[config.mk]
export PLATFORM = sky130hd
export DESIGN_NAME = dm_access_unit
export DESIGN_NICKNAME = d
export VERILOG_FILES = /design/src/rtl/dm_access_unit.sv
export SDC_FILE = /design/constraint.sdc
export NUM_CORES = 1
export LEC_CHECK = 0
export BUFFER_PORTS_ARGS = -buffer_cell sky130_fd_sc_hd__buf_4
export CAP_MARGIN = 20
export CORE_ASPECT_RATIO = 1.5
export CORE_MARGIN = 2
export CORE_UTILIZATION = 49
export DETAILED_ROUTE_END_ITERATION = 7
export GPL_TIMING_DRIVEN = 0
export PLACE_DENSITY = 0.88
export SYNTH_ARGS = -nofsm -noshare
export SYNTH_HDL_FRONTEND = slang
export SYNTH_SLANG_ARGS = --single-unit
[constraint.sdc]
create_clock -name clk -period 2.5 [get_ports clk]
set_input_delay 0.5 -clock clk [delete_from_list [all_inputs] [get_ports clk]]
set_output_delay 0.5 -clock clk [all_outputs]
set_load 0.01 [all_outputs]
[src/rtl/dm_access_unit.sv]
// Data-memory access stage: turns a decoded load/store into a single word-wide,
// byte-enabled memory transaction and returns extended load data or an error.
module dm_access_unit #(
    parameter int TIMEOUT = 255,
    parameter int ADDR_W  = 32
) (
    input  logic              clk,
    input  logic              rst,
    input  logic              cpu_req,
    input  logic              cpu_we,
    input  logic [2:0]        cpu_dmtype,
    input  logic [ADDR_W-1:0] cpu_addr,
    input  logic [31:0]       cpu_wdata,
    output logic              cpu_stall,
    output logic              cpu_done,
    output logic [31:0]       cpu_rdata,
    output logic              cpu_err,
    output logic              m_req,
    output logic              m_we,
    output logic [ADDR_W-1:0] m_addr,
    output logic [3:0]        m_be,
    output logic [31:0]       m_wdata,
    input  logic              m_ready,
    input  logic [31:0]       m_rdata
);

    typedef enum logic [1:0] {S_IDLE, S_BUS, S_DONE} state_t;

    localparam logic [8:0] TMO = 9'(TIMEOUT);

    state_t            state_q, state_d;
    logic [2:0]        dmtype_q, dmtype_d;
    logic [1:0]        lane_q, lane_d;
    logic [7:0]        cnt_q, cnt_d;
    logic              err_q, err_d;
    logic [31:0]       rdata_q, rdata_d;
    logic              m_req_q, m_req_d;
    logic              m_we_q, m_we_d;
    logic [ADDR_W-1:0] m_addr_q, m_addr_d;
    logic [3:0]        m_be_q, m_be_d;
    logic [31:0]       m_wdata_q, m_wdata_d;

    logic        bad;
    logic [3:0]  st_be;
    logic [31:0] st_data;
    logic [31:0] ld_shift;
    logic [31:0] ld_ext;
    logic [8:0]  cnt_inc;
    logic        tmo_hit;

    // Request decode: alignment/legality check and store-lane formatting.
    always_comb begin
        bad     = 1'b0;
        st_be   = 4'b1111;
        st_data = cpu_wdata;
        case (cpu_dmtype)
            3'b000: bad = (cpu_addr[1:0] != 2'b00);
            3'b001, 3'b010: begin
                bad     = cpu_addr[0];
                st_be   = cpu_addr[1] ? 4'b1100 : 4'b0011;
                st_data = {cpu_wdata[15:0], cpu_wdata[15:0]};
            end
            3'b011, 3'b100: begin
                st_be   = 4'b0001 << cpu_addr[1:0];
                st_data = {4{cpu_wdata[7:0]}};
            end
            default: bad = 1'b1;
        endcase
    end

    // Load extraction uses the lane and size latched at accept time.
    always_comb begin
        ld_shift = m_rdata >> {lane_q, 3'b000};
        case (dmtype_q)
            3'b000:  ld_ext = m_rdata;
            3'b001:  ld_ext = {{16{ld_shift[15]}}, ld_shift[15:0]};
            3'b010:  ld_ext = {16'h0000, ld_shift[15:0]};
            3'b011:  ld_ext = {{24{ld_shift[7]}}, ld_shift[7:0]};
            3'b100:  ld_ext = {24'h000000, ld_shift[7:0]};
            default: ld_ext = 32'h0;
        endcase
    end

    assign cnt_inc = {1'b0, cnt_q} + 9'd1;
    assign tmo_hit = (cnt_inc == TMO);

    always_ff @(posedge clk) begin
        if (rst) state_q <= S_IDLE;
        else     state_q <= state_d;
    end

    always_comb begin
        state_d = state_q;
        case (state_q)
            S_IDLE:  if (cpu_req) state_d = bad ? S_DONE : S_BUS;
            S_BUS:   if (m_ready || tmo_hit) state_d = S_DONE;
            S_DONE:  state_d = S_IDLE;
            default: state_d = S_IDLE;
        endcase
    end

    always_comb begin
        cpu_stall = ((state_q == S_IDLE) && cpu_req) || (state_q == S_BUS);
        cpu_done  = (state_q == S_DONE);
        cpu_err   = err_q;
        cpu_rdata = rdata_q;
        m_req     = m_req_q;
        m_we      = m_we_q;
        m_addr    = m_addr_q;
        m_be      = m_be_q;
        m_wdata   = m_wdata_q;
    end

    // Datapath next-state; all memory fields stay frozen while in BUS.
    always_comb begin
        dmtype_d  = dmtype_q;
        lane_d    = lane_q;
        cnt_d     = cnt_q;
        err_d     = err_q;
        rdata_d   = rdata_q;
        m_req_d   = m_req_q;
        m_we_d    = m_we_q;
        m_addr_d  = m_addr_q;
        m_be_d    = m_be_q;
        m_wdata_d = m_wdata_q;
        case (state_q)
            S_IDLE: if (cpu_req) begin
                dmtype_d = cpu_dmtype;
                lane_d   = cpu_addr[1:0];
                cnt_d    = 8'd0;
                if (bad) begin
                    err_d   = 1'b1;
                    rdata_d = 32'h0;
                end else begin
                    err_d     = 1'b0;
                    m_req_d   = 1'b1;
                    m_we_d    = cpu_we;
                    m_addr_d  = {cpu_addr[ADDR_W-1:2], 2'b00};
                    m_be_d    = cpu_we ? st_be : 4'b1111;
                    m_wdata_d = st_data;
                end
            end
            S_BUS: begin
                if (m_ready) begin
                    m_req_d = 1'b0;
                    err_d   = 1'b0;
                    rdata_d = ld_ext;
                end else if (tmo_hit) begin
                    m_req_d = 1'b0;
                    err_d   = 1'b1;
                    rdata_d = 32'h0;
                end else begin
                    cnt_d = cnt_inc[7:0];
                end
            end
            default: ;
        endcase
    end

    always_ff @(posedge clk) begin
        if (rst) begin
            dmtype_q  <= 3'b000;
            lane_q    <= 2'b00;
            cnt_q     <= 8'd0;
            err_q     <= 1'b0;
            rdata_q   <= 32'h0;
            m_req_q   <= 1'b0;
            m_we_q    <= 1'b0;
            m_addr_q  <= '0;
            m_be_q    <= 4'b0000;
            m_wdata_q <= 32'h0;
        end else begin
            dmtype_q  <= dmtype_d;
            lane_q    <= lane_d;
            cnt_q     <= cnt_d;
            err_q     <= err_d;
            rdata_q   <= rdata_d;
            m_req_q   <= m_req_d;
            m_we_q    <= m_we_d;
            m_addr_q  <= m_addr_d;
            m_be_q    <= m_be_d;
            m_wdata_q <= m_wdata_d;
        end
    end

endmodule

Word-level counts from Yosys, hierarchy flattened
Cells that the tools add are included.
{"block": "totals", "register_bits": 116, "input_bits": 104, "output_inout_bits": 105, "word_cells": 79}
{"block": "classes", "n_addsub": 1, "n_eq_ne": 18, "shifts": 2, "muxes": 29, "bitwise": 1, "n_reduce_logical": 17}
{"op": "$pmux W32 S5", "count": 1}
{"op": "$mux W32", "count": 4}
{"op": "$pmux W32 S2", "count": 2}
{"op": "$shr A32 B5 Y16", "count": 1}
{"op": "$mux W8", "count": 3}
{"op": "$pmux W8 S2", "count": 1}
{"op": "$eq A3 B2 Y1 const B", "count": 4}
{"op": "$ne A2 B2 Y1 const B", "count": 6}
{"op": "$reduce_and A4 Y1", "count": 3}
{"op": "$add A8 B1 Y9 const B", "count": 1}
{"op": "$eq A9 B8 Y1 const B", "count": 1}
{"op": "$mux W1", "count": 8}
{"op": "$mux W4", "count": 2}
{"op": "$pmux W4 S2", "count": 1}
{"op": "$eq A3 B1 Y1 const B", "count": 2}
{"op": "$eq A3 B3 Y1 const B", "count": 2}
{"op": "$logic_not A3 Y1", "count": 2}
{"op": "$mux W2", "count": 3}
{"op": "$reduce_and A3 Y1", "count": 2}
{"op": "$pmux W1 S2", "count": 2}
{"op": "$pmux W2 S2", "count": 1}
{"op": "$reduce_and A2 Y1", "count": 2}
{"op": "$reduce_bool A2 Y1", "count": 2}
{"op": "$reduce_or A2 Y1", "count": 2}
{"op": "9 further kinds", "count": 10}

Longest topological paths before layout
Gate-level depths: netlist of run 1.
{"block": "logic_depth", "ltp_word": 6, "depth_mapped": 9, "mapped_depth_nobuf": 7}

Worst setup path before layout of run 1
OpenSTA, ideal clock, no wires.
{"block": "synth_path", "path_type": "register -> register", "start": "register cnt_q[0]", "end": "register cnt_q[3]", "setup_time_ns": 0.074, "arrival_time_ns": 1.816, "required_time_ns": 2.426, "slack_ns": 0.610, "stages_incl_launch_ff": 8, "n_path_buf": 1, "period_less_slack_ns": 1.890, "path_cell_list": "dfxtp_1 > ha_1 > nand3_2 > o21a_1 > o211a_1 > buf_6 > or4_1 > a31oi_1"}
{"block": "synth_between", "elab_chain_cells": 4, "word_cells_on_any_way": 7, "classes_between": "add/sub (1); eq/ne (2); mux (3); reduce/logical (1)"}
{"element": "from (decl)", "line": "34", "text": "logic [7:0] cnt_q, cnt_d;"}
{"element": "from (signal assigned)", "line": "175", "text": "cnt_q <= cnt_d;"}
{"element": "$add A8 B1 Y9 *", "line": "84", "text": "assign cnt_inc = {1'b0, cnt_q} + 9'd1;"}
{"element": "$eq A9 B8 Y1 or $mux W8 (tied branches)", "line": "85, 148"}
{"element": "$ne A2 B2 Y1 (no line) or $mux W8 (tied branches)"}
{"element": "$reduce_and A4 Y1 (no line) or $pmux W8 S2 (tied branches)"}
Every way passes the cells marked *; elsewhere a longest branch is shown, timed or not. The select of a mux whose other input is x is not followed.
A chain may end at the register's enable or synchronous reset.

Worst setup path in the final report of run 1
{"block": "layout_path", "start": "register cnt_q[0]", "end": "register rdata_q[21], in the netlist cpu_rdata[21]"}
{"block": "layout_between", "elab_chain_cells": 4}
{"element": "$add A8 B1 Y9", "line": "84"}
{"element": "$eq A9 B8 Y1", "line": "85", "text": "assign tmo_hit = (cnt_inc == TMO);"}
{"element": "$ne A3 B3 Y1 (no line)"}
{"element": "$reduce_and A4 Y1 (no line)"}
{"element": "to (signal assigned)", "line": "177", "text": "rdata_q <= rdata_d;"}
{"element": "to (decl)", "line": "36", "text": "logic [31:0] rdata_q, rdata_d;"}
Every way passes these cells.

==> results.toml, run 1 <==
[worst_hold_path]
hold_path.class = "primary input to flop"

[drt]
drcViolationCount = 0
ant_nets = 0
vias = 5997
vias_per_cell = 5.605
dr.pass1.iters = 6
wl_um = 18640
wl_per_cell_um = 17.42
drt_iter0_drc = 308

[sta]
rsz0062_at_grt = "false"
slew_violations = 0
period_needed_ns = 2.286
period_share_pct = 91.45
slew_headroom_pct = 47.90
fin_worst_skew_ns = 0.01223
tns_ns = 0
hold_violations = 0
setup_viol_count_final = 0
tightest_slew_ns = 0.7759
max_freq_mhz = 437.4

[clock_network]
cts_buffer_depth = 2
clkLatencyLatePin_ns = 0.42
cts_buffers = 17
path_clk_slew_ns = 0.05
cts_tree = "yes"
clock-sinks = 116
clock-root-buffer = "clkbuf_16"
htreeDepth = 4

[yosys]
syn-cell-area_sq_mm = 0.005465
syn_avg_cell_area_sq_um = 7.978
ys.flop_type = "dfxtp_1"
ys_ff_latch = 116
ys_types = 62
syn_inst = 685
ys_seq_area_share_pct = 42.49
synth_edf_count = 0
yosys_warnings = 0
async_flop_share_pct = 0

[floorplan]
rows = 47
num_io_pins = 209
die_area_sq_mm = 0.01203
die_h_um = 133.3
die_w_um = 90.23
initial_core_util_pct = 49.97
core-area_sq_mm = 0.01094

[cells_and_area]
diodes = 0
areaGrowthSynthToFinish_pct = 42.06
final_util_pct = 70.98
nNetsFinal = 1016
final_layout_size_suffix_gt1_share_pct = 30.34

[global_routing]
grt_max_degree = 17
grt_use_total_pct = 30.59
grt_overflow_total = 0
grt_pass1_wl_um = 29350
antenna_found_initial = 0
grt_pass1_vias = 5957

[placement]
dp_hpwl_um = 14000
port_buffers = 205
globalplace.congestion = 0.9434

[run]
cap_violations = 0

[critical_path]
critical_path_required_ns = 2.77
crit_family = "compound AO/OA/AOI/OAI gates"
path_buf_inv = 1
crit_slowest_cell = "dfxtp_1"
slowest_delay_ns = 0.41
cp.arrival_ns = 2.56
worstSetupPathType = "flop to flop"
critPathCaptureType = "flop"
start_kind = "flop"
cp_cell_sequence = "ha_1 -> nand3_2 -> nor3_1 -> o211ai_2 -> a21oi_2 -> clkbuf_1 -> o21ai_0"
cp_max_fo = 10

[power_and_ir_drop]
powerDensity_mw_per_mm2 = 662.0
p_leak_nw = 3.211
ir_worst_vdd_mv = 0.5755

[outcome]
status = "completed"
[kinds of logic (layout without fill, tap and decap cells)]
group | count (synthesis) | in the layout | synth area share [%]
simple gates | 255 | 255 | 19.71
compound gates | 202 | 202 | 24.22
flops | 116 | 116 | 42.49
buf+inv | 71 | 308 | 5.975
mux | 26 | 26 | 4.991
fa+ha+maj | 9 | 9 | 1.740
xor+xnor | 5 | 5 | 0.8012
other cells | 1 | 2 | 0.06862
[cell usage in the layout, fill, tap and decap left out, drive strengths merged, types with 4 or more instances in the layout]
cell type  synthesis  layout
a311oi            16      16
a22oi              9       9
dfxtp            116     116
o32ai              8       8
mux2i             25      25
nor3               4       4
a21o               7       7
nand2            162     162
nor2              52      52
clkbuf            27      45
a21oi             64      64
o2bb2ai            8       8
o21ai             39      39
xnor2              4       4
or4                5       5
maj3               7       7
nand3             10      10
clkinv             0       8
a31oi              6       6
inv               14      16
buf               30     235
o211ai            20      20
a211oi            12      12
[routing by layer]
metal	vias up	GRT usage (%)	part of all wire, %
met3	85	8.767	8.4
met2	303	53.97	51
met4	0	18.89	6.0
met1	2751	31.89	35
met5	-	0	0
li1	2858	-	-
[power by group]
group / internal, mW / switching, mW
combinational: 0.374 / 0.473
clock: 1.40 / 0.903
sequential: 1.94 / 0.0515
total: 3.71 / 1.43
[path summary, 6_finish.rpt]
| kind | start | to | slack (ns) | cells past startpoint |
|---|---|---|---|---|
| worst max-delay path | cnt_q[0] | cpu_rdata[21] | 0.21 | 7 |
| worst min-delay path | m_rdata[17] | cpu_rdata[17] | 0.33 | 3 |
| worst max register to register | cnt_q[0] | cpu_rdata[21] | 0.21 | 7 |
| worst min register to register | m_addr[27] | m_addr[27] | 0.45 | 2 |
[timing repair]
action                                  in CTS  in global routing
setup buffers                                0                  0
hold buffers                                 0                  0
resized for setup                            0                  2
endpoints found under the setup margin       0                 10
[worst register-to-register path: stages, from the launching register on]
cell and delay [ns]:
dfxtp_1 0.41, ha_1 0.27, nand3_2 0.14, nor3_1 0.28
o211ai_2 0.19, a21oi_2 0.38, clkbuf_1 0.33, o21ai_0 0.16
[synthesized netlist by cell type (8+ instances only)]
library cell | number | area, sq um
nand2_1 | 162 | 608.1
dfxtp_1 | 116 | 2322
a21oi_1 | 63 | 315.3
nor2_1 | 51 | 191.4
o21ai_0 | 36 | 180.2
clkbuf_1 | 27 | 101.4
mux2i_1 | 25 | 250.2
buf_2 | 21 | 105.1
o211ai_1 | 19 | 142.6
a311oi_1 | 16 | 140.1
inv_1 | 13 | 48.80
a211oi_1 | 12 | 90.09
a22oi_1 | 9 | 67.56
nand3_1 | 9 | 45.04
o2bb2ai_1 | 8 | 70.07
o32ai_1 | 8 | 70.07
[area by class of cell]
| type | count | area, sq um |
|---|---|---|
| multi-input cells | 499 | 2820 |
| clock buffers | 18 | 439.2 |
| flip-flops and latches | 116 | 2322 |
| well taps | 147 | 183.9 |
| fillers | 887 | 3174 |
| repair buffers | 205 | 1539 |
| clock inverters | 14 | 131.4 |
| plain buffers | 57 | 275.3 |
| inverters | 14 | 52.55 |
[per-stage QoR]
| stage | setup slack (ns) | area (sq um) | power (mW) | hold slack, ns | cells |
|---|---|---|---|---|---|
| after floorplan | 0.6099 | 5469 | 2.450 | 0.4802 | 686 |
| after global placement | 0.2183 | 7192 | 2.849 | 0.4423 | 1038 |
| after detailed placement | 0.2134 | 7192 | 2.861 | 0.4466 | 1038 |
| after CTS | 0.1775 | 7762 | 5.148 | 0.3123 | 1070 |
| after global routing | 0.01398 | 7764 | 5.313 | 0.3285 | 1070 |
| final | 0.2136 | 7764 | 5.140 | 0.3315 | 1070 |
[sequential cells by signal, indices dropped and copies added (netlist names)]
register,cells
cpu_rdata,32
m_wdata,32
m_addr,30
cnt_q,8
m_be,4
dmtype_q,3
lane_q,2
state_q,2
cpu_err,1
m_req,1
m_we,1
(Power assumes the default switching activity.)
==> run 2: changes to the inputs <==
Settings changed: CORE_MARGIN 2 to default, CORE_UTILIZATION 49 to 50, CTS_BUF_LIST from default to sky130_fd_sc_hd__clkbuf_4, PLACE_DENSITY 0.88 to 0.89.
==> results.toml, run 2 (synthesis results as in run 1) <==
[clock_network]
clkLatencyLatePin_ns = 0.53
path_clk_slew_ns = 0.11
cts_buffers = 17
cts_buffer_depth = 2
htreeDepth = 4
clock-root-buffer = "clkbuf_4"
cts_tree = "yes"
clock-sinks = 116
postCtsSetupBuffers = 0

[worst_hold_path]
hold_path.class = "primary input to flop"
holdCritStartpoint = "cpu_addr[4]"

[floorplan]
num_io_pins = 209
die_h_um = 130.0
core-area_sq_mm = 0.01059
die_w_um = 87.37
rows = 46
initial_core_util_pct = 51.61
die_area_sq_mm = 0.01136

[placement]
dp_hpwl_um = 13900
place_inst = 1035
globalplace.congestion = 0.9323
port_buffers = 205

[cells_and_area]
fill_cells = 925
final_cell_mix = "buf_4 (212), nand2_1 (162), dfxtp_1 (116)"
diodes = 0
final_common_cell = "buf_4"
areaGrowthSynthToFinish_pct = 36.24
nNetsFinal = 1016
fin_cells = 1065
final_layout_size_suffix_gt1_share_pct = 30.08

[global_routing]
antenna_found_initial = 0
grt_busiest_layer = "met2"
grt_use_met3_pct = 8.855
met1_usage_pct = 33.78
met2_usage_pct = 55.70
grt_use_total_pct = 31.96
grt_max_degree = 17
grt_pass1_wl_um = 27520
grt_overflow_total = 0
grt_pass1_vias = 5631

[sta]
rsz0062_at_grt = "false"
period_share_pct = 89.79
hold_violations = 0
slew_headroom_pct = 50.37
tightest_slew_ns = 0.7391
slew_violations = 0
tns_ns = 0
max_freq_mhz = 445.5
fin_worst_skew_ns = 0.02053
setup_viol_count_final = 0
period_needed_ns = 2.245

[power_and_ir_drop]
power_frac_clock_pct = 31.7
p_comb_share_pct = 20.4
p_sw_share_pct = 30.00
p_switching_mw = 1.243
power_mw = 4.144
p_int_mw = 2.901
powerDensity_mw_per_mm2 = 556.6
ir_worst_vdd_mv = 0.3380
p_leak_nw = 3.070
pwr-share-seq_pct = 47.9

[drt]
vias = 5970
wl_per_cell_um = 16.92
ant_nets = 0
wl_um = 18020
drt_iter0_drc = 349
vias_per_cell = 5.606
dr.pass1.iters = 5
drcViolationCount = 0

[critical_path]
cp.arrival_ns = 2.65
crit_family = "compound AO/OA/AOI/OAI gates"
worstSetupPathType = "flop to flop"
crit_start = "cnt_q[0]"
critPathCaptureType = "flop"
cp_cell_sequence = "ha_1 -> nand3_2 -> nor3_1 -> o211ai_2 -> a21oi_2 -> clkbuf_1 -> o21ai_0"
slowest_delay_ns = 0.44
reg2reg_slack_ns = 0.26
critical_path_required_ns = 2.90
path_buf_inv = 1
start_kind = "flop"
crit_slowest_cell = "dfxtp_1"
r2r_start = "cnt_q[0]"
cp_max_fo = 10

[outcome]
status = "completed"

[run]
cap_violations = 0
## run 2: cell count changes in the layout (fill, tap and decap cells not counted), sizes merged
cell	before	now
bufinv	1	2
clkbuf	45	46
clkinv	8	5
clkinvlp	3	4
inv	16	14
## run 2: per-layer routing
layer  up-vias  wire length (um)
met5         -                 0
met4         0               992
met3        74              1460
met2       313              9194
met1      2721              6374
li1       2862                 -
## run 2: final timing paths
kind,end,cells after the start
min reg2reg,m_addr[8],2
max,cpu_rdata[20],7
min,m_addr[4],3
max reg2reg,cpu_rdata[20],7
## run 2: worst register-to-register path: stages (launching register included)
cell	delay, ns
dfxtp_1	0.44
ha_1	0.28
nand3_2	0.14
nor3_1	0.28
o211ai_2	0.20
a21oi_2	0.36
clkbuf_1	0.31
o21ai_0	0.14
## run 2: cell type report
type	count	area, sq um	area share, %
plain buffers	57	275.3	3.697
repair buffers	205	1539	20.67
flip-flops and latches	116	2322	31.19
inverters	14	52.55	0.7058
clock inverters	11	113.9	1.529
well taps	144	180.2	2.420
multi-input cells	499	2820	37.88
clock buffers	19	142.6	1.916
## run 2: power groups by stage
stage               Clock [mW]  Sequential (mW)  Combinational [mW]
floorplan                    0             2.06               0.393
global placement             0             2.02               0.825
detailed placement           0             2.03               0.835
CTS                       1.33             1.98               0.838
global route              1.40             2.00               0.916
finish                    1.31             1.99               0.845
## run 2: metrics by stage
step	instance area (sq um)	util, %	hold WS [ns]	setup WS [ns]
after floorplan	5469	-	0.4802	0.6099
final	7446	70.31	0.2005	0.2553
after global routing	7446	70.31	0.1699	0.03963
after CTS	7445	70.30	0.1737	0.1690
after global placement	7188	67.88	0.4421	0.1944
after detailed placement	7188	67.88	0.4466	0.1662
## run 2: what timing repair did
action                                 in CTS  in global routing
resized for setup                           0                  2
hold buffers                                0                  0
setup endpoints to repair                   0                 10
endpoints found under the hold margin       0                  0
==> run 3: changes to the inputs <==
Settings changed: PLACE_DENSITY 0.89 to default, PLACE_DENSITY_LB_ADDON from default to 0.2.
==> results.toml, run 3 (synthesis results as in run 1) <==
[critical_path]
cp_max_fo = 10
cp.arrival_ns = 2.67
crit_slowest_cell = "dfxtp_1"
slowest_delay_ns = 0.45
crit_family = "compound AO/OA/AOI/OAI gates"
r2r-end = "cpu_rdata[27]"
worstSetupPathType = "flop to flop"
critPathCaptureType = "flop"
path_buf_inv = 1
path_depth = 7
r2r_start = "cnt_q[0]"
critical_path_required_ns = 2.88
reg2reg_depth = 7
cp_cell_sequence = "ha_1 -> nand3_2 -> nor3_1 -> o211ai_2 -> a21oi_4 -> clkbuf_1 -> o21ai_0"
reg2reg_slack_ns = 0.20
start_kind = "flop"

[sta]
setup_viol_count_final = 0
slew_violations = 0
rsz0062_at_grt = "false"
slew_headroom_pct = 52.12
max_freq_mhz = 435.3
hold_violations = 0
tightest_slew_ns = 0.7132
fin_worst_skew_ns = 0.01846
fin_ws_ns = 0.2025
period_share_pct = 91.90
tns_ns = 0
period_needed_ns = 2.297

[floorplan]
rows = 46
num_io_pins = 209
die_h_um = 130.0
initial_core_util_pct = 51.61
core-area_sq_mm = 0.01059
die_w_um = 87.37
die_area_sq_mm = 0.01136

[clock_network]
htreeDepth = 4
clkLatencyLatePin_ns = 0.51
ctsHoldBuffers = 0
path_clk_slew_ns = 0.11
clock-root-buffer = "clkbuf_4"
clock-sinks = 116
cts_tree = "yes"
cts_buffer_depth = 2
cts_buffers = 17

[drt]
ant_nets = 0
wl_per_cell_um = 16.63
drcViolationCount = 0
vias = 5928
drt_iter0_drc = 294
vias_per_cell = 5.551
dr.pass1.iters = 5
wl_um = 17760

[global_routing]
antenna_found_initial = 1
grt_max_degree = 17
grt_pass1_vias = 5811
met1_usage_pct = 31.75
grt_use_met3_pct = 8.412
grt_overflow_total = 0
grt_pass1_wl_um = 27340
grt_use_total_pct = 31.22
met2_usage_pct = 56.11
grt_busiest_layer = "met2"

[cells_and_area]
final_cell_mix = "buf_4 (212), nand2_1 (162), dfxtp_1 (116)"
nNetsFinal = 1016
final_common_cell = "buf_4"
register_area_sq_mm = 0.002322
final_layout_size_suffix_gt1_share_pct = 30.34
areaGrowthSynthToFinish_pct = 36.65
fill_cells = 930
multi_input_comb_area_sq_mm = 0.002828

[placement]
pre_cts_slack_ns = 0.1183
globalplace.congestion = 0.9373
dp_hpwl_um = 13730
port_buffers = 205

[worst_hold_path]
hold_path.class = "primary input to flop"
holdPathEnd = "cpu_rdata[30]"
holdPathStages = 3
holdCritStartpoint = "m_rdata[30]"

[power_and_ir_drop]
p_leak_nw = 3.095
ir_worst_vdd_mv = 0.3889
power_mw = 4.157
powerDensity_mw_per_mm2 = 556.6

[run]
cap_violations = 0

[outcome]
status = "completed"
-- run 3: worst max path at each step --
stage / from / end / slack (ns)
floorplan: cnt_q[0] / cnt_q[3] / 0.61
global placement: cnt_q[0] / cpu_rdata[14] / 0.23
detailed placement: cnt_q[0] / cpu_rdata[7] / 0.12
CTS: cnt_q[0] / cpu_rdata[7] / 0.1
global route: cnt_q[0] / cpu_rdata[22] / 0.03
finish: cnt_q[0] / cpu_rdata[27] / 0.20
-- run 3: metal layers --
metal  up-vias  routed length [um]
li1       2865                   -
met1      2732                6442
met2       269                9090
met3        62                1355
met4         0                 876
met5         -                   0
-- run 3: layout make-up --
cell class	instances	area share, %
multi-input cells	499	37.86
inverters	14	0.7036
diodes	1	0.03351
plain buffers	57	3.686
flip-flops and latches	116	31.09
clock buffers	21	2.111
clock inverters	11	1.491
well taps	144	2.412
repair buffers	205	20.61
-- run 3: per-stage QoR --
step | hold WS, ns | std cells | util [%] | cell area (sq um)
final | 0.2288 | 1068 | 70.52 | 7468
after global routing | 0.1923 | 1068 | 70.52 | 7468
after CTS | 0.1806 | 1067 | 70.42 | 7457
after detailed placement | 0.4466 | 1035 | 67.88 | 7188
after global placement | 0.4430 | 1035 | 67.88 | 7188
after floorplan | 0.4802 | 686 | - | 5469
-- run 3: tightest hold or removal path, cell delays in order --
cell	delay, ns
buf_4	0.09
a21oi_1	0.05
o21ai_0	0.06
-- run 3: repair_timing --
action,CTS,global route
gates resized for setup,0,3
setup endpoints to repair,0,18
buffers inserted,0,0
-- run 3: where the power goes --
part | switching (mW) | leakage [nW] | internal (mW)
Clock | 0.699 | 0.157 | 0.627
Combinational | 0.469 | 2.00 | 0.375
Sequential | 0.0510 | 0.943 | 1.93
